### src/rtl/wb_arb_pkg.sv
// Shared types for the register-file write-port arbiter.
// Holds the write-source enum, the default bus widths and the buffered unit-result entry.
// No logic lives here.
package wb_arb_pkg;

  localparam int WB_DATA_W = 32;
  localparam int WB_ADDR_W = 5;

  typedef enum logic [1:0] {
    SRC_NONE = 2'd0,
    SRC_PIPE = 2'd1,
    SRC_UNIT = 2'd2
  } rf_src_t;

  typedef struct packed {
    logic [WB_ADDR_W-1:0] addr;
    logic [WB_DATA_W-1:0] data;
  } wb_entry_t;

endpackage

### src/rtl/wb_unit_fifo.sv
// Circular buffer of long-latency unit results awaiting a free write-port slot.
// The head entry is readable in the cycle after its push; there is no fall-through path.
// The caller must not push when full_o is high or pop when empty_o is high; ent_vld_o and ent_addr_o expose every slot for address matching.
module wb_unit_fifo
  import wb_arb_pkg::*;
#(
  parameter int DEPTH = 4,
  localparam int PTR_W = $clog2(DEPTH),
  localparam int CNT_W = $clog2(DEPTH) + 1
) (
  input  logic                 clk,
  input  logic                 rst_n,
  input  logic                 push_i,
  input  wb_entry_t            din_i,
  input  logic                 pop_i,
  output wb_entry_t            head_o,
  output logic [CNT_W-1:0]     count_o,
  output logic                 full_o,
  output logic                 empty_o,
  output logic [DEPTH-1:0]     ent_vld_o,
  output logic [WB_ADDR_W-1:0] ent_addr_o [DEPTH]
);

  wb_entry_t        mem_q [DEPTH];
  logic [PTR_W-1:0] wr_ptr_q, wr_ptr_d;
  logic [PTR_W-1:0] rd_ptr_q, rd_ptr_d;
  logic [CNT_W-1:0] cnt_q, cnt_d;
  logic [DEPTH-1:0] vld_q, vld_d;

  // Next pointers, occupancy and per-slot valid bits; pointers wrap naturally at the power-of-two depth.
  always_comb begin
    wr_ptr_d = wr_ptr_q;
    rd_ptr_d = rd_ptr_q;
    cnt_d    = cnt_q;
    vld_d    = vld_q;
    if (pop_i) begin
      vld_d[rd_ptr_q] = 1'b0;
      rd_ptr_d        = rd_ptr_q + 1'b1;
    end
    if (push_i) begin
      vld_d[wr_ptr_q] = 1'b1;
      wr_ptr_d        = wr_ptr_q + 1'b1;
    end
    case ({push_i, pop_i})
      2'b10:   cnt_d = cnt_q + 1'b1;
      2'b01:   cnt_d = cnt_q - 1'b1;
      default: cnt_d = cnt_q;
    endcase
  end

  // Pointer, occupancy and valid-bit state.
  always_ff @(posedge clk or negedge rst_n) begin
    if (!rst_n) begin
      wr_ptr_q <= '0;
      rd_ptr_q <= '0;
      cnt_q    <= '0;
      vld_q    <= '0;
    end else begin
      wr_ptr_q <= wr_ptr_d;
      rd_ptr_q <= rd_ptr_d;
      cnt_q    <= cnt_d;
      vld_q    <= vld_d;
    end
  end

  // Entry storage; cleared on reset so the scoreboard never compares against stale addresses.
  always_ff @(posedge clk or negedge rst_n) begin
    if (!rst_n) begin
      for (int i = 0; i < DEPTH; i++) begin
        mem_q[i] <= '0;
      end
    end else if (push_i) begin
      mem_q[wr_ptr_q] <= din_i;
    end
  end

  // Per-slot address taps for the pending-write compare.
  always_comb begin
    for (int i = 0; i < DEPTH; i++) begin
      ent_addr_o[i] = mem_q[i].addr;
    end
  end

  assign head_o    = mem_q[rd_ptr_q];
  assign count_o   = cnt_q;
  assign full_o    = (cnt_q == CNT_W'(DEPTH));
  assign empty_o   = (cnt_q == '0);
  assign ent_vld_o = vld_q;

endmodule

### src/rtl/wb_port_arbiter.sv
// Shares the register-file write port: pipeline writeback has priority, unit results are buffered and drained in idle slots.
// Latency is one cycle from the grant decision to rf_*; a unit result needs at least two cycles from push to rf_*.
// u_ready_o drops when the buffer is full; a head denied for MAX_WAIT cycles raises stall_req_o until it drains.
module wb_port_arbiter
  import wb_arb_pkg::*;
#(
  parameter int DATA_W     = WB_DATA_W,
  parameter int ADDR_W     = WB_ADDR_W,
  parameter int FIFO_DEPTH = 4,
  parameter int MAX_WAIT   = 8,
  localparam int CNT_W     = $clog2(FIFO_DEPTH) + 1
) (
  input  logic              clk,
  input  logic              rst_n,
  input  logic              p_regwrite_i,
  input  logic              p_memtoreg_i,
  input  logic [DATA_W-1:0] p_alu_result_i,
  input  logic [DATA_W-1:0] p_read_data_i,
  input  logic [ADDR_W-1:0] p_write_addr_i,
  input  logic              u_valid_i,
  output logic              u_ready_o,
  input  logic [ADDR_W-1:0] u_addr_i,
  input  logic [DATA_W-1:0] u_data_i,
  output logic              rf_we_o,
  output logic [ADDR_W-1:0] rf_waddr_o,
  output logic [DATA_W-1:0] rf_wdata_o,
  output logic [1:0]        rf_src_o,
  output logic              stall_req_o,
  input  logic [ADDR_W-1:0] rs_addr_i,
  input  logic [ADDR_W-1:0] rt_addr_i,
  input  logic [ADDR_W-1:0] rd_addr_i,
  output logic              rs_pend_o,
  output logic              rt_pend_o,
  output logic              rd_pend_o,
  output logic [CNT_W-1:0]  fifo_count_o
);

  // The buffered entry type takes its widths from the package, so DATA_W/ADDR_W track those defaults.
  localparam int AGE_W = $clog2(MAX_WAIT + 1);
  localparam logic [AGE_W-1:0] AGE_MAX = AGE_W'(MAX_WAIT);

  wb_entry_t             push_ent;
  wb_entry_t             head;
  logic                  fifo_full, fifo_empty;
  logic                  push_acc, push_fifo, pop_head, pipe_req;
  logic [DATA_W-1:0]     pipe_data;
  logic [FIFO_DEPTH-1:0] ent_vld;
  logic [ADDR_W-1:0]     ent_addr [FIFO_DEPTH];

  logic                  rf_we_q, rf_we_d;
  logic [ADDR_W-1:0]     rf_waddr_q, rf_waddr_d;
  logic [DATA_W-1:0]     rf_wdata_q, rf_wdata_d;
  rf_src_t               rf_src_q, rf_src_d;
  logic [AGE_W-1:0]      age_q, age_d;
  logic                  stall_q, stall_d;
  logic                  rs_hit, rt_hit, rd_hit;

  // Ready depends only on registered occupancy, so it never combinationally follows u_valid_i.
  assign u_ready_o = !fifo_full;
  assign push_acc  = u_valid_i && u_ready_o;
  // Results aimed at r0 are handshaken normally but never occupy a slot.
  assign push_fifo = push_acc && (u_addr_i != '0);
  assign push_ent  = '{addr: u_addr_i, data: u_data_i};

  // A pipeline write to r0 is no request at all, which frees the slot for the unit.
  assign pipe_req  = p_regwrite_i && (p_write_addr_i != '0);
  assign pipe_data = p_memtoreg_i ? p_read_data_i : p_alu_result_i;
  assign pop_head  = !pipe_req && !fifo_empty;

  wb_unit_fifo #(
    .DEPTH (FIFO_DEPTH)
  ) u_fifo (
    .clk        (clk),
    .rst_n      (rst_n),
    .push_i     (push_fifo),
    .din_i      (push_ent),
    .pop_i      (pop_head),
    .head_o     (head),
    .count_o    (fifo_count_o),
    .full_o     (fifo_full),
    .empty_o    (fifo_empty),
    .ent_vld_o  (ent_vld),
    .ent_addr_o (ent_addr)
  );

  // Grant selection for the next rf_* value; idle slots present all-zero address and data.
  always_comb begin
    rf_we_d    = 1'b0;
    rf_waddr_d = '0;
    rf_wdata_d = '0;
    rf_src_d   = SRC_NONE;
    if (pipe_req) begin
      rf_we_d    = 1'b1;
      rf_waddr_d = p_write_addr_i;
      rf_wdata_d = pipe_data;
      rf_src_d   = SRC_PIPE;
    end else if (pop_head) begin
      rf_we_d    = 1'b1;
      rf_waddr_d = head.addr;
      rf_wdata_d = head.data;
      rf_src_d   = SRC_UNIT;
    end
  end

  // Head age counts denied cycles and saturates; stall follows the saturated age one cycle later.
  always_comb begin
    age_d   = age_q;
    stall_d = (age_q == AGE_MAX);
    if (fifo_empty || pop_head) begin
      age_d = '0;
    end else if (age_q != AGE_MAX) begin
      age_d = age_q + 1'b1;
    end
  end

  // Write-port output registers, age counter and stall request.
  always_ff @(posedge clk or negedge rst_n) begin
    if (!rst_n) begin
      rf_we_q    <= 1'b0;
      rf_waddr_q <= '0;
      rf_wdata_q <= '0;
      rf_src_q   <= SRC_NONE;
      age_q      <= '0;
      stall_q    <= 1'b0;
    end else begin
      rf_we_q    <= rf_we_d;
      rf_waddr_q <= rf_waddr_d;
      rf_wdata_q <= rf_wdata_d;
      rf_src_q   <= rf_src_d;
      age_q      <= age_d;
      stall_q    <= stall_d;
    end
  end

  // Pending-write scoreboard: any buffered unit entry, or a unit write sitting in the rf_* stage.
  always_comb begin
    rs_hit = 1'b0;
    rt_hit = 1'b0;
    rd_hit = 1'b0;
    for (int i = 0; i < FIFO_DEPTH; i++) begin
      if (ent_vld[i] && (ent_addr[i] == rs_addr_i)) rs_hit = 1'b1;
      if (ent_vld[i] && (ent_addr[i] == rt_addr_i)) rt_hit = 1'b1;
      if (ent_vld[i] && (ent_addr[i] == rd_addr_i)) rd_hit = 1'b1;
    end
    if (rf_we_q && (rf_src_q == SRC_UNIT)) begin
      if (rf_waddr_q == rs_addr_i) rs_hit = 1'b1;
      if (rf_waddr_q == rt_addr_i) rt_hit = 1'b1;
      if (rf_waddr_q == rd_addr_i) rd_hit = 1'b1;
    end
    rs_pend_o = rs_hit && (rs_addr_i != '0);
    rt_pend_o = rt_hit && (rt_addr_i != '0);
    rd_pend_o = rd_hit && (rd_addr_i != '0);
  end

  assign rf_we_o     = rf_we_q;
  assign rf_waddr_o  = rf_waddr_q;
  assign rf_wdata_o  = rf_wdata_q;
  assign rf_src_o    = rf_src_q;
  assign stall_req_o = stall_q;

endmodule
### config.mk
export PLATFORM = sky130hd
export DESIGN_NAME = wb_port_arbiter
export DESIGN_NICKNAME = d
export VERILOG_FILES = /design/src/rtl/wb_arb_pkg.sv /design/src/rtl/wb_unit_fifo.sv /design/src/rtl/wb_port_arbiter.sv
export SDC_FILE = /design/constraint.sdc
export NUM_CORES = 1
export LEC_CHECK = 0
export CAP_MARGIN = 10
export CORE_ASPECT_RATIO = 0.8
export CORE_MARGIN = 8
export CORE_UTILIZATION = 53
export CTS_CLUSTER_SIZE = 12
export DETAILED_ROUTE_END_ITERATION = 6
export PLACE_DENSITY = 0.85
export SLEW_MARGIN = 10
export SYNTH_ARGS = -nofsm -noshare
export SYNTH_HDL_FRONTEND = slang
export SYNTH_SLANG_ARGS = --single-unit
### constraint.sdc
create_clock -name clk -period 2.6 [get_ports clk]
set_input_delay 0.52 -clock clk [delete_from_list [all_inputs] [get_ports clk]]
set_output_delay 0.52 -clock clk [all_outputs]
set_load 0.03 [all_outputs]
== After elaboration in Yosys (flattened, before gate mapping) ==
Cells that the tools add are included.
Word-level totals
  input port bits: 126
  output and inout port bits: 48
  register bits after elaboration: 204
  logic and storage cells: 133
Cells by class
  equality and inequality tests: 21
  bitwise gates (word level): 5
  $add $sub $neg: 5
  reductions and logical operators: 35
  muxes and demuxes: 42
  $lt $le $gt $ge: 7
Operators with widths (number)
  $bwmux W148: 1
  $mux W37: 3
  $mux W32: 3
  $eq A5 B5 Y1: 15
  $bmux W37 S2: 1
  $demux W37 S2: 1
  $reduce_bool A5 Y1: 5
  $logic_and A1 B1 Y1: 23
  $mux W1: 22
  $mux W4: 4
  $mux W5: 2
  $ge A3 B3 Y1 const B: 2
  $lt A2 B3 Y1 const B: 2
  $not A2 Y3: 2
  $pmux W3 S2: 1
  $add A2 B1 Y2 const B: 2
  $add A4 B1 Y4 const B: 1
  $and A4 B4 Y4: 1
  $demux W1 S2: 2
  $eq A2 B2 Y1 const B: 2
  $eq A4 B4 Y1 const B: 1
  $ge A2 B1 Y1 const B: 2
  $mux W2: 2
  $ne A4 B4 Y1 const B: 1
  11 further kinds: 14

== Longest topological paths before layout ==
Gate-level depths: netlist of run 1.
  word-level depth: 9
  gate-level depth with buffers: 12
  depth with buffers taken out: 10

== By module ==
Synthesis of run 1 repeated with hierarchy kept, for this count alone.
Second synthesis, totals
  cell total of the unflattened synthesis: 760
  area, all modules: 10557.6 µm²
Modules (own cells, without submodules)
  wb_unit_fifo: sequential area each 3978.8 µm², times used 1, cells each 437, area each 7438.4 µm²
  wb_port_arbiter: sequential area each 1126.1 µm², times used 1, cells each 323, area each 3119.2 µm²

== Least setup slack after synthesis of run 1 ==
Ideal clock, no wire load.
  kind: input-to-reg
  start: in p_write_addr_i[1]
  end: reg u_fifo.cnt_q[2] (netlist: u_fifo.count_o[2])
  buffers on the path: 2
  required time: 2.520 ns
  setup time: 0.080 ns
  slack: -0.192 ns
  stages: 12
  arrival: 2.712 ns
  cells stage by stage: or4_1 > o21ai_1 > buf_4 > inv_2 > nor2_4 > buf_4 > ha_1 > inv_1 > fa_1 > xor2_1 > nor2_1 > xor2_1
Between the ends
  cells in the longest elaborated chain, start to end: 6
  elaborated cells between the ends (all ways): 8
  classes of those cells: eq/ne (2); mux (1); reduce/logical (5)
RTL lines
  start, declared: line wb_port_arbiter.sv:19  | input logic [ADDR_W-1:0] p_write_addr_i,
  $reduce_bool A5 Y1 (*): line wb_port_arbiter.sv:66  | assign pipe_req = p_regwrite_i && (p_write_addr_i != '0);
  $logic_and A1 B1 Y1 (*): line wb_port_arbiter.sv:66
  via pipe_req: line wb_port_arbiter.sv:45  | logic push_acc, push_fifo, pop_head, pipe_req;
  $logic_not A1 Y1 (*): line wb_port_arbiter.sv:68  | assign pop_head = !pipe_req && !fifo_empty;
  $logic_and A1 B1 Y1 (*): line wb_port_arbiter.sv:68
  via pop_head: line wb_port_arbiter.sv:45
  $eq A2 B1 Y1 or $eq A2 B2 Y1 (tied branches): line wb_unit_fifo.sv:44  | case ({push_i, pop_i})
  $pmux W3 S2 or $reduce_bool A2 Y1 (tied branches)
  end signal, assigned: line wb_unit_fifo.sv:61  | cnt_q <= cnt_d;
  end, declared: line wb_unit_fifo.sv:27  | logic [CNT_W-1:0] cnt_q, cnt_d;
The timed path passes the listed nets; every way through them passes the cells marked *.
A chain may end at the register's enable or synchronous reset.

== Worst setup path in the final report of run 1 ==
  start: reg u_fifo.mem_q (netlist bit u_fifo.ent_addr_o[18])
  end: out rd_pend_o
Between the ends
  cells in the longest elaborated chain, start to end: 9
RTL lines
  start, declared: line wb_unit_fifo.sv:24  | wb_entry_t mem_q [DEPTH];
  start signal, assigned by index: line wb_unit_fifo.sv:73  | mem_q[wr_ptr_q] <= din_i;
  $eq A5 B5 Y1 (*): line wb_port_arbiter.sv:143  | if (ent_vld[i] && (ent_addr[i] == rd_addr_i)) rd_hit = 1'b1;
  $logic_and A1 B1 Y1 (*): line wb_port_arbiter.sv:143
  $mux W1 (*) (4 in a row): line wb_port_arbiter.sv:143
  $mux W1: line wb_port_arbiter.sv:148  | if (rf_waddr_q == rd_addr_i) rd_hit = 1'b1;
  $mux W1 (*): line wb_port_arbiter.sv:145  | if (rf_we_q && (rf_src_q == SRC_UNIT)) begin
  $logic_and A1 B1 Y1 (*): line wb_port_arbiter.sv:152  | rd_pend_o = rd_hit && (rd_addr_i != '0);
  end, declared: line wb_port_arbiter.sv:34  | output logic rd_pend_o,
Mark *: on every way between the ends. The rest lies on a longest branch, timed or not.

==> qor.yml, run 1 <==
timing:
  finalCriticalPeriod_ns: 2.64
  fin_hold_ws_ns: 0.0182
  slew_violations: 0
  skew_ns: 0.0138
  hold_violations: 0
  period_share_pct: 102
  setup_ws_ns: -0.0448
  relSlewSlack_pct: 64.0
  worst_pin_slew_ns: 0.540
  max_clock_freq_mhz: 378
  rsz0062_at_grt: "true"
  setup_viol: 1
placement:
  gp_congestion: 0.885
  portBuffers: 173
  dpl_worst_slack_ns: -0.356
  dp.cells: 1146
  dpl.hpwl_um: 16800
cts:
  cts_sinks: 204
  cts_buffer_depth: 3
  cts_tree: "yes"
  numCtsBuffers: 22
  clkTransAtPathRegs_ns: 0.06
  htreeDepth: 1
  cts_hold_buf: 0
  cts_root_buf: "clkbuf_16"
  clk_latency_ns: 0.49
yosys:
  synth_nets: 856
  ys_types: 34
  yosysWarnings: 0
  avgSynthCellArea_um2: 13.9
  syn_area_um2: 10000
  syn_inst: 718
  ys_seq_area_share_pct: 51.0
  ys_ff_latch: 204
power:
  ir_drop_uv: 560
  pwr_density_cell_nw_per_um2: 1180
  leakage_nw: 5.57
  finalPower_mw: 15.4
status:
  violations: "setup timing"
  status: "finished, violations left"
layout:
  syn2layout_area_growth_pct: 29.8
  final_nets: 1055
  layout-drive-gt1-share_pct: 30.2
  fin_cells: 1187
  diodes: 0
global_routing:
  antenna_found_initial: 1
  grt_first_pass_wirelength_um: 38400
  track_usage_pct: 20.2
  grt_pass1_vias: 7020
  grt-ovfl-total: 0
  grt_max_degree: 66
route:
  drtIter0Drc: 417
  routed_wl_um: 23600
  viasPerCell: 5.49
  wire_per_inst_um: 19.9
  vias: 6517
  drt_pre_antenna_iters: 4
  drc: 0
  drtAntennaViolNets: 0
worst_setup_path:
  r2r_start: "u_fifo.count_o[0]"
  crit_arrival_ns: 2.12
  slowest_delay_ns: 0.47
  crit_fanout: 5
  worst-path-stages: 6
  start_kind: "register"
  reg2regPathDepth: 10
  cp-startpoint: "u_fifo.ent_addr_o[18]"
  required_ns: 2.08
  critical_path_buf_inv_count: 1
  crit_chain: "xor2_1 -> nor4_1 -> nand3_1 -> nand3_2 -> o22a_1 -> buf_6"
  worstSetupPathType: "register to output port"
  endpoint_kind: "output port"
  crit_slowest_cell: "dfrtp_1"
  critPathTopFamily: "simple AND/OR/NAND/NOR gates"
die:
  core_area_um2: 18700
  ios: 174
  fp.dieArea_um2: 23600
  rows: 45
  die_h_um: 139
  start_util_pct: 53.4
  die_x_um: 170
min_path:
  hp-class: "input pin to async pin"
flow_run:
  maxCapViolations: 0
==> logic make-up (layout without fill, tap and decap cells) <==
kind of cell	Yosys count	after routing	share of synthesized area, %
flip-flops	204	204	51.0
adder cells (fa/ha/maj)	12	12	1.58
multiplexers	219	219	28.4
AO/OA/AOI/OAI	51	51	3.13
AND/OR/NAND/NOR	90	90	4.71
XOR/XNOR	83	83	7.26
buffers and inverters	59	270	3.94
==> cells in the final DEF, fill, tap and decap left out, types with 23 or more instances in the layout <==
cell               n
mux2i_1           34
buf_4             35
nand2_1           40
o21ai_0           28
clkdlybuf4s50_1  156
mux4_2            37
xor2_1            54
mux2_2           139
dfrtp_1          199
clkbuf_16         23
xnor2_1           29
==> sequential cells by signal, summed over array words and instances, names as in the netlist <==
name               flops
age_q                  4
rf_src_o               2
rf_waddr_o             5
rf_wdata_o            32
rf_we_o                1
stall_req_o            1
u_fifo.count_o         3
u_fifo.ent_addr_o     20
u_fifo.ent_vld_o       4
u_fifo.mem_q         128
u_fifo.rd_ptr_q        2
u_fifo.wr_ptr_q        2
==> metal layers <==
metal | share of wire (%) | GRT usage, % | routed length [um] | vias up
li1 | - | - | - | 2977
met1 | 43 | 27.2 | 10200 | 3312
met2 | 48 | 32.8 | 11300 | 198
met3 | 7.3 | 5.09 | 1740 | 28
met4 | 1.5 | 4.18 | 366 | 2
met5 | 0.055 | 0 | 13 | -
==> cells in the mapped netlist <==
| cell type | number | area, um^2 |
|---|---|---|
| inv_2 | 1 | 3.75 |
| mux4_2 | 37 | 833 |
| nand3_1 | 17 | 85.1 |
| mux2i_1 | 34 | 340 |
| nor2_4 | 1 | 11.3 |
| xor2_1 | 54 | 473 |
| nand2_1 | 40 | 150 |
| o211a_1 | 1 | 10.0 |
| nand2_8 | 2 | 40.0 |
| inv_1 | 10 | 37.5 |
| dfrtp_1 | 204 | 5100 |
| buf_12 | 6 | 120 |
| fa_1 | 1 | 20.0 |
| buf_6 | 7 | 78.8 |
| mux2_1 | 9 | 101 |
| clkbuf_1 | 26 | 97.6 |
| nor2_1 | 2 | 7.51 |
| a22o_1 | 9 | 78.8 |
| buf_2 | 3 | 15.0 |
| buf_4 | 5 | 37.5 |
| mux2_2 | 139 | 1570 |
| xnor2_1 | 29 | 254 |
| nand4_1 | 3 | 18.8 |
| or4_1 | 5 | 37.5 |
| o31ai_1 | 3 | 22.5 |
| nand2_2 | 2 | 12.5 |
| nand3b_1 | 1 | 7.51 |
| nor4_1 | 13 | 81.3 |
| o21ai_1 | 7 | 35.0 |
| o22a_1 | 3 | 26.3 |
| ha_1 | 11 | 138 |
| o21ai_0 | 28 | 140 |
| buf_1 | 1 | 3.75 |
| nor3_1 | 4 | 20.0 |
==> cell type report <==
| type | count | area [um^2] |
|---|---|---|
| Clock buffer | 33 | 653 |
| Sequential cell | 204 | 5110 |
| Tap cell | 258 | 323 |
| Clock inverter | 3 | 17.5 |
| Multi-Input combinational cell | 455 | 4570 |
| Inverter | 11 | 41.3 |
| Fill cell | 1308 | 5760 |
| Timing Repair Buffer | 223 | 2280 |
==> power breakdown <==
part / leakage [nW] / switching, mW / internal, mW
registers: 2.44 / 1.19 / 4.75
logic: 2.81 / 2.80 / 3.71
clock network: 0.327 / 1.18 / 1.72
total: 5.57 / 5.18 / 10.2
==> timing repair <==
item                                    4_1_cts  5_1_grt
gates resized for setup                      10       16
hold endpoints to repair                      0        0
endpoints found under the setup margin        3        3
pin swaps                                     4       10
setup buffers                                 0        5
==> path summary, 6_finish.rpt <==
| path | endpoint | slack (ns) |
|---|---|---|
| max in group asynchronous | rf_wdata_o[25] | 1.77 |
| worst max-delay path | rd_pend_o | -0.04 |
| worst min-delay path | u_fifo.mem_q[15] | 0.02 |
| worst min register to register | u_fifo.mem_q[133] | 0.49 |
| min in group clk | u_fifo.mem_q[133] | 0.49 |
| worst max register to register | u_fifo.count_o[2] | 0.64 |
==> per-stage QoR <==
step / util (%) / cell area, um^2 / TNS [ns]
3_3_place_gp: 65.2 / 12200 / -32.33
3_5_place_dp: 65.2 / 12200 / -37.53
6_report: 69.3 / 13000 / -0.0448
5_1_grt: 69.3 / 13000 / -0.154
2_1_floorplan: - / 10000 / -0.0824
4_1_cts: 68.8 / 12900 / 0
(Power assumes the default switching activity.)
==> run 2: changes to the inputs <==
--- a/config.mk
+++ b/config.mk
@@ -12,6 +12,7 @@
 export CTS_CLUSTER_SIZE = 12
 export DETAILED_ROUTE_END_ITERATION = 6
 export PLACE_DENSITY = 0.85
+export SETUP_SLACK_MARGIN = 0.4
 export SLEW_MARGIN = 10
 export SYNTH_ARGS = -nofsm -noshare
 export SYNTH_HDL_FRONTEND = slang
==> run 2 against run 1 <==
Net effect: the flow finishes with violations (hold timing); combinational power is 6.6% higher; sequential share of layout area is 0.96 points lower; non-clock buffer count is 24 higher; critical path depth stayed put; setup slack better by 0.12 ns; count of clock-buffer cells in the layout is 1 higher; first-iteration DRC count is 10% lower; critical path type unchanged; critical endpoint is now rs_pend_o; largest power group unchanged.
==> qor.yml, run 2 (synthesized netlist as in run 1, its figures left out) <==
layout:
  fin_cells: 1215  # +2.4%
  final_cell_mix: "dfrtp_1 (183), mux2_2 (139), clkdlybuf4s50_1 (139)"
  final_common_cell: "dfrtp_1"
  register_area_um2: 5130  # +0.39%
  fill_cells: 1267  # -3.1%
  syn2layout_area_growth_pct: 33.6
  final_nets: 1080  # +2.4%
  largest_register_ffs: 128  # unchanged
  layout-drive-gt1-share_pct: 35.5  # +5.2 points
  regMostFlops: "u_fifo.mem_q"
  multi_input_area_um2: 4630  # +1.4%
global_routing:
  grt_pass1_vias: 7359  # +4.8%
  antenna_found_initial: 1  # unchanged
  grt_first_pass_wirelength_um: 40000  # +4.1%
  grt_max_degree: 67  # +1.5%
  track_usage_pct: 21.1  # +0.86 points
  grt-ovfl-total: 0  # unchanged
cts:
  clkTransAtPathRegs_ns: 0.06  # about the same
  cts_sinks: 204  # unchanged
  cts_buffer_depth: 3  # unchanged
  cts_tree: "yes"
  clk_latency_ns: 0.51  # +0.02 ns
  htreeDepth: 1  # unchanged
  cts_root_buf: "clkbuf_16"
  numCtsBuffers: 23  # +4.5%
die:
  rows: 45  # unchanged
  die_h_um: 139  # unchanged
  start_util_pct: 53.4  # unchanged
  core_area_um2: 18700  # unchanged
  die_x_um: 170  # unchanged
  fp.dieArea_um2: 23600  # unchanged
  ios: 174  # unchanged
worst_setup_path:
  crit_fanout: 4  # -1
  crit_chain: "xor2_1 -> nor4_2 -> nand3_1 -> o31ai_1 -> o22a_1 -> buf_6"
  critPathTopFamily: "simple AND/OR/NAND/NOR gates"
  crit_slowest_cell: "dfrtp_2"
  crit_arrival_ns: 2.00  # -0.12 ns
  worstSetupPathType: "register to output port"
  start_kind: "register"
  slowest_delay_ns: 0.44  # -0.03 ns
  endpoint_kind: "output port"
  required_ns: 2.08  # about the same
  critical_path_buf_inv_count: 1  # unchanged
route:
  viasPerCell: 5.56  # +1.2%
  drt-met1-wl_um: 10700  # +4.7%
  drtIter0Drc: 375  # -10%
  vias: 6754  # +3.6%
  drc: 0  # unchanged
  drt_pre_antenna_iters: 4  # unchanged
  highest_layer: "met5"
  drtAntennaViolNets: 0  # unchanged
  route.met3.wl_um: 1800  # +3.9%
  routed_wl_um: 25300  # +6.9%
  wire_per_inst_um: 20.8  # +4.5%
  route.met2.wl_um: 12300  # +9.0%
power:
  switchingPower_mw: 5.46  # +5.5%
  ir_drop_uv: 544  # -3.0%
  seq_power_share_pct: 37.4  # -1.3 points
  clkPwrFrac_pct: 19.2  # +0.3 points
  pwr-share-comb_pct: 43.4  # +1.0 points
  pwr_density_cell_nw_per_um2: 1200  # +1.3%
  leakage_nw: 5.77  # +3.6%
  sw_frac_of_total_pct: 34.1  # +0.40 points
  intPower_mw: 10.5  # +3.6%
timing:
  hold_violations: 3  # +3
  fin_hold_ws_ns: -0.00438  # -0.0226 ns
  rsz0062_at_grt: "true"
  relSlewSlack_pct: 64.1  # +0.094 points
  worst_pin_slew_ns: 0.539  # -0.00141 ns
  finalCriticalPeriod_ns: 2.52  # -0.122 ns
  setup_viol: 0  # -1
  max_clock_freq_mhz: 396  # +4.8%
  finalSetupTns_ns: 0  # +0.0448 ns
  slew_violations: 0  # unchanged
  skew_ns: 0.0140  # +0.000165 ns
  period_share_pct: 97.0  # -4.7 points
status:
  violations: "hold timing"
  status: "finished, violations left"
placement:
  dpl.hpwl_um: 17300  # +2.9%
  portBuffers: 173  # unchanged
  gp_congestion: 0.930  # +5.0%
  dp.cells: 1152  # +0.52%
min_path:
  hp-class: "input pin to async pin"
flow_run:
  maxCapViolations: 0  # unchanged
[run 2: changes by cell type in the layout (fill, tap and decap cells not counted), moves of 3 or more]
| cell | delta |
|---|---|
| dfrtp_2 | +16 |
| clkdlybuf4s50_1 | -17 |
| clkbuf_8 | +3 |
| buf_12 | +3 |
| buf_6 | +5 |
| dfrtp_1 | -16 |
| buf_4 | +15 |
| dlygate4sd2_1 | +13 |
[run 2: power by group through the flow]
| stage | combinational, mW | clock [mW] | sequential, mW |
|---|---|---|---|
| after floorplan | 4.18 | 0 | 6.10 |
| after global placement | 6.38 | 0 | 5.91 |
| after global routing | 7.47 | 3.26 | 6.15 |
| final | 6.95 | 3.08 | 5.98 |
| after detailed placement | 6.56 | 0 | 6.00 |
| after CTS | 6.72 | 3.13 | 5.96 |
[run 2: area by class of cell]
class / count / area share (%)
well taps: 258 / 2.41
clock buffers: 34 / 5.14
repair buffers: 247 / 18.8
clock inverters: 5 / 0.262
flip-flops and latches: 204 / 38.4
multi-input cells: 455 / 34.7
diodes: 1 / 0.0187
inverters: 11 / 0.328
[run 2: routing by layer]
metal | vias to the layer above | global-route usage [%]
li1 | 3027 | -
met1 | 3456 | 27.4
met2 | 219 | 34.7
met3 | 50 | 5.83
met4 | 2 | 4.83
met5 | - | 0
[run 2: worst paths after layout]
kind | from | endpoint | slack (ns) | depth (start not counted)
min in group clk | p_write_addr_i[4] | rf_waddr_o[4] | 0.34 | 3
max in group asynchronous | rst_n | rf_wdata_o[26] | 1.85 | 2
worst max-delay path | u_fifo.ent_addr_o[13] | rs_pend_o | 0.08 | 6
worst max register to register | u_fifo.count_o[1] | u_fifo.count_o[2] | 0.57 | 10
worst min register to register | u_fifo.mem_q[74] | u_fifo.mem_q[74] | 0.49 | 1
worst min-delay path | rst_n | u_fifo.mem_q[56] | -0.004 | 1
[run 2: timing repair]
action                                  in CTS  in global routing
resized for setup                           58                 30
cloned                                       0                  2
buffers inserted                            10                 11
pin swaps                                   25                 24
hold buffers                                 0                  0
endpoints found under the setup margin     137                 61
[run 2: worst reg2reg max path: stages (launching register included)]
cell     delay [ns]
dfrtp_1        0.40
inv_1          0.13
nand3_1        0.10
o211a_1        0.17
inv_2          0.08
ha_4           0.14
inv_2          0.04
fa_2           0.33
xor2_1         0.17
nor2_1         0.18
xor2_1         0.21
[run 2: per-stage QoR]
step                util [%]  area (um^2)  power [mW]  setup slack [ns]
finish                  71.3        13400        16.0            0.0774
global route            71.3        13400        16.9           -0.0672
CTS                     70.0        13100        15.8            0.0843
detailed placement      65.7        12300        12.6            -0.399
global placement        65.7        12300        12.3            -0.322
floorplan                  -        10000        10.3           -0.0731
==> RTL change: new RTL, flow settings as in run 1 <==
Change the parameter `MAX_WAIT` from 8 to 4.
--- a/src/rtl/wb_port_arbiter.sv
+++ b/src/rtl/wb_port_arbiter.sv
@@ -7,7 +7,7 @@
   parameter int DATA_W     = WB_DATA_W,
   parameter int ADDR_W     = WB_ADDR_W,
   parameter int FIFO_DEPTH = 4,
-  parameter int MAX_WAIT   = 8,
+  parameter int MAX_WAIT   = 4,
   localparam int CNT_W     = $clog2(FIFO_DEPTH) + 1
 ) (
   input  logic              clk,
Behaviour: not the same (a bounded check fails within 10 cycles, from zero or initial values and one cycle with rst_n low).
==> RTL change against run 1 <==
Fmax increased by 5.3%. Non-clock buffer count is 1 lower. Worst setup slack improved by 0.13 ns. Sequential power increased by 1%. Clock skew fell by 0.0046 ns. Area after synthesis rose by 2.0%. Total power grew 2.7%. Wire length rose by 4.6%. Combinational power grew 6.3%. Design area up 1.2%. Sequential cell count decreased by 1. Register-to-register slack got worse by 0.05 ns. Count of clock-buffer cells in the layout is 3 higher. Largest power group unchanged.
==> RTL change: results (changes against run 1) <==
| Metric | This run | Change |
|:---|:---|:---|
| Outcome | finished clean |  |
| Biggest area contributors in the synthesized netlist | dfrtp_1, mux2_2, mux2_4, mux4_2, xor2_1 |  |
| Last weighted congestion value of the routability-driven placer | 0.9105 | +2.8% |
| Met1 layer usage reported by global route | 0.2738 | +0.001714 |
| Average wire per standard cell | 20.86 um | +4.7% |
| Met2 layer usage reported by global route | 0.3455 | +0.01790 |
| Count of vias placed by the detailed router | 6,529 | +0.18% |
| Routed length on met1 | 10,660 um | +4.0% |
| Net count after synthesis | 852 | -0.47% |
| Global-route wire length before repair | 39,960 um | +4.2% |
| Initial antenna violation count | 1 | unchanged |
| Arr. time, crit path | 1.99 ns | -0.13 ns |
| Initial DRC count | 377 | -9.6% |
| Top cells by count, synth | dfrtp_1, mux2_2, mux2_4 |  |
| Number of cells in the design after placement | 1,144 | -0.17% |
| Routed wire length on met2 | 11,930 um | +5.8% |
| Number of distinct standard cells referenced by the synthesized netlist | 37 | +8.8% |
| Post-detail-place hpwl | 17,170 um | +2.0% |
| Final cell count without fillers | 1,185 | -0.17% |
| Area after DPL | 12,440 um2 | +1.7% |
| Max transition margin | 0.6169 | -0.02281 |
| Pin count of the biggest net entering global routing | 71 | +7.6% |
| Amount of wire on met3 after detailed routing | 1651 um | -5.0% |
| Number of cells produced by synthesis | 714 | -0.56% |
| Fraction of layout instances using a drive strength above 1 | 0.3182 | +0.01576 |
| Worst-case clock skew | 0.009235 ns | -0.004576 ns |
| Static leakage power | 5.838 nW | +4.8% |
| Setup slack after placement | -0.3212 ns | +0.03490 ns |
| Share of synthesized area occupied by flip-flops and latches | 0.4975 | -0.01258 |
| Number of global-route vias before repair | 7,257 | +3.4% |
| All-Layer GR Usage | 0.2088 | +0.006371 |
| Maximum VDD drop | 0.4874 mV | -13% |
[RTL change: logic make-up (layout without fill, tap and decap cells)]
kind of cell               count (synthesis)  in the layout  share of synthesized area
muxes                                    219            219                     0.3002
xor gates and xnor gates                  81             81                    0.06948
DFF                                      203            203                     0.4975
buffers and inverters                     59            272                    0.03921
and+or+nand+nor                           88             88                    0.04546
adders and majority gates                 12             12                    0.01544
AOI/OAI and AO/OA                         52             52                    0.03272
[RTL change: final cells by class]
cell class,count,area (um2)
fill,1347,5769
sequential,203,5096
multi-input combinational,452,4766
timing repair buffer,222,2267
clock buffer,36,634.4
tap,258,322.8
inverter,12,45.04
clock inverter,2,17.52
[RTL change: timing repair]
| action | CTS | global route |
|---|---|---|
| hold endpoints to repair | 0 | 0 |
| buffers inserted | 0 | 3 |
| pin swaps | 1 | 11 |
| setup endpoints to repair | 3 | 3 |
| resized for setup | 12 | 19 |
[RTL change: critical path, stage by stage (launching register included)]
cell	delay (ns)
dfrtp_1	0.47
xor2_1	0.18
nor4_1	0.33
nand3_1	0.12
nand3_1	0.10
o22a_1	0.15
buf_4	0.16
[RTL change: worst paths after layout]
path,start,to,slack [ns],cells after the start
worst max-delay path,u_fifo.ent_addr_o[9],rs_pend_o,0.09,6
worst min-delay path,rst_n,u_fifo.mem_q[17],0.02,1
worst max register to register,u_fifo.count_o[0],u_fifo.count_o[2],0.59,10
worst min register to register,u_fifo.mem_q[4],u_fifo.mem_q[4],0.50,1
max in group asynchronous,rst_n,u_fifo.ent_addr_o[0],1.84,2
min in group clk,u_fifo.mem_q[4],u_fifo.mem_q[4],0.50,1
[RTL change: where the power goes]
group / total, W / internal (W) / switching [W]
clock network: 0.00284 / 0.00166 / 0.00117
logic: 0.00693 / 0.00405 / 0.00288
registers: 0.00600 / 0.00475 / 0.00125
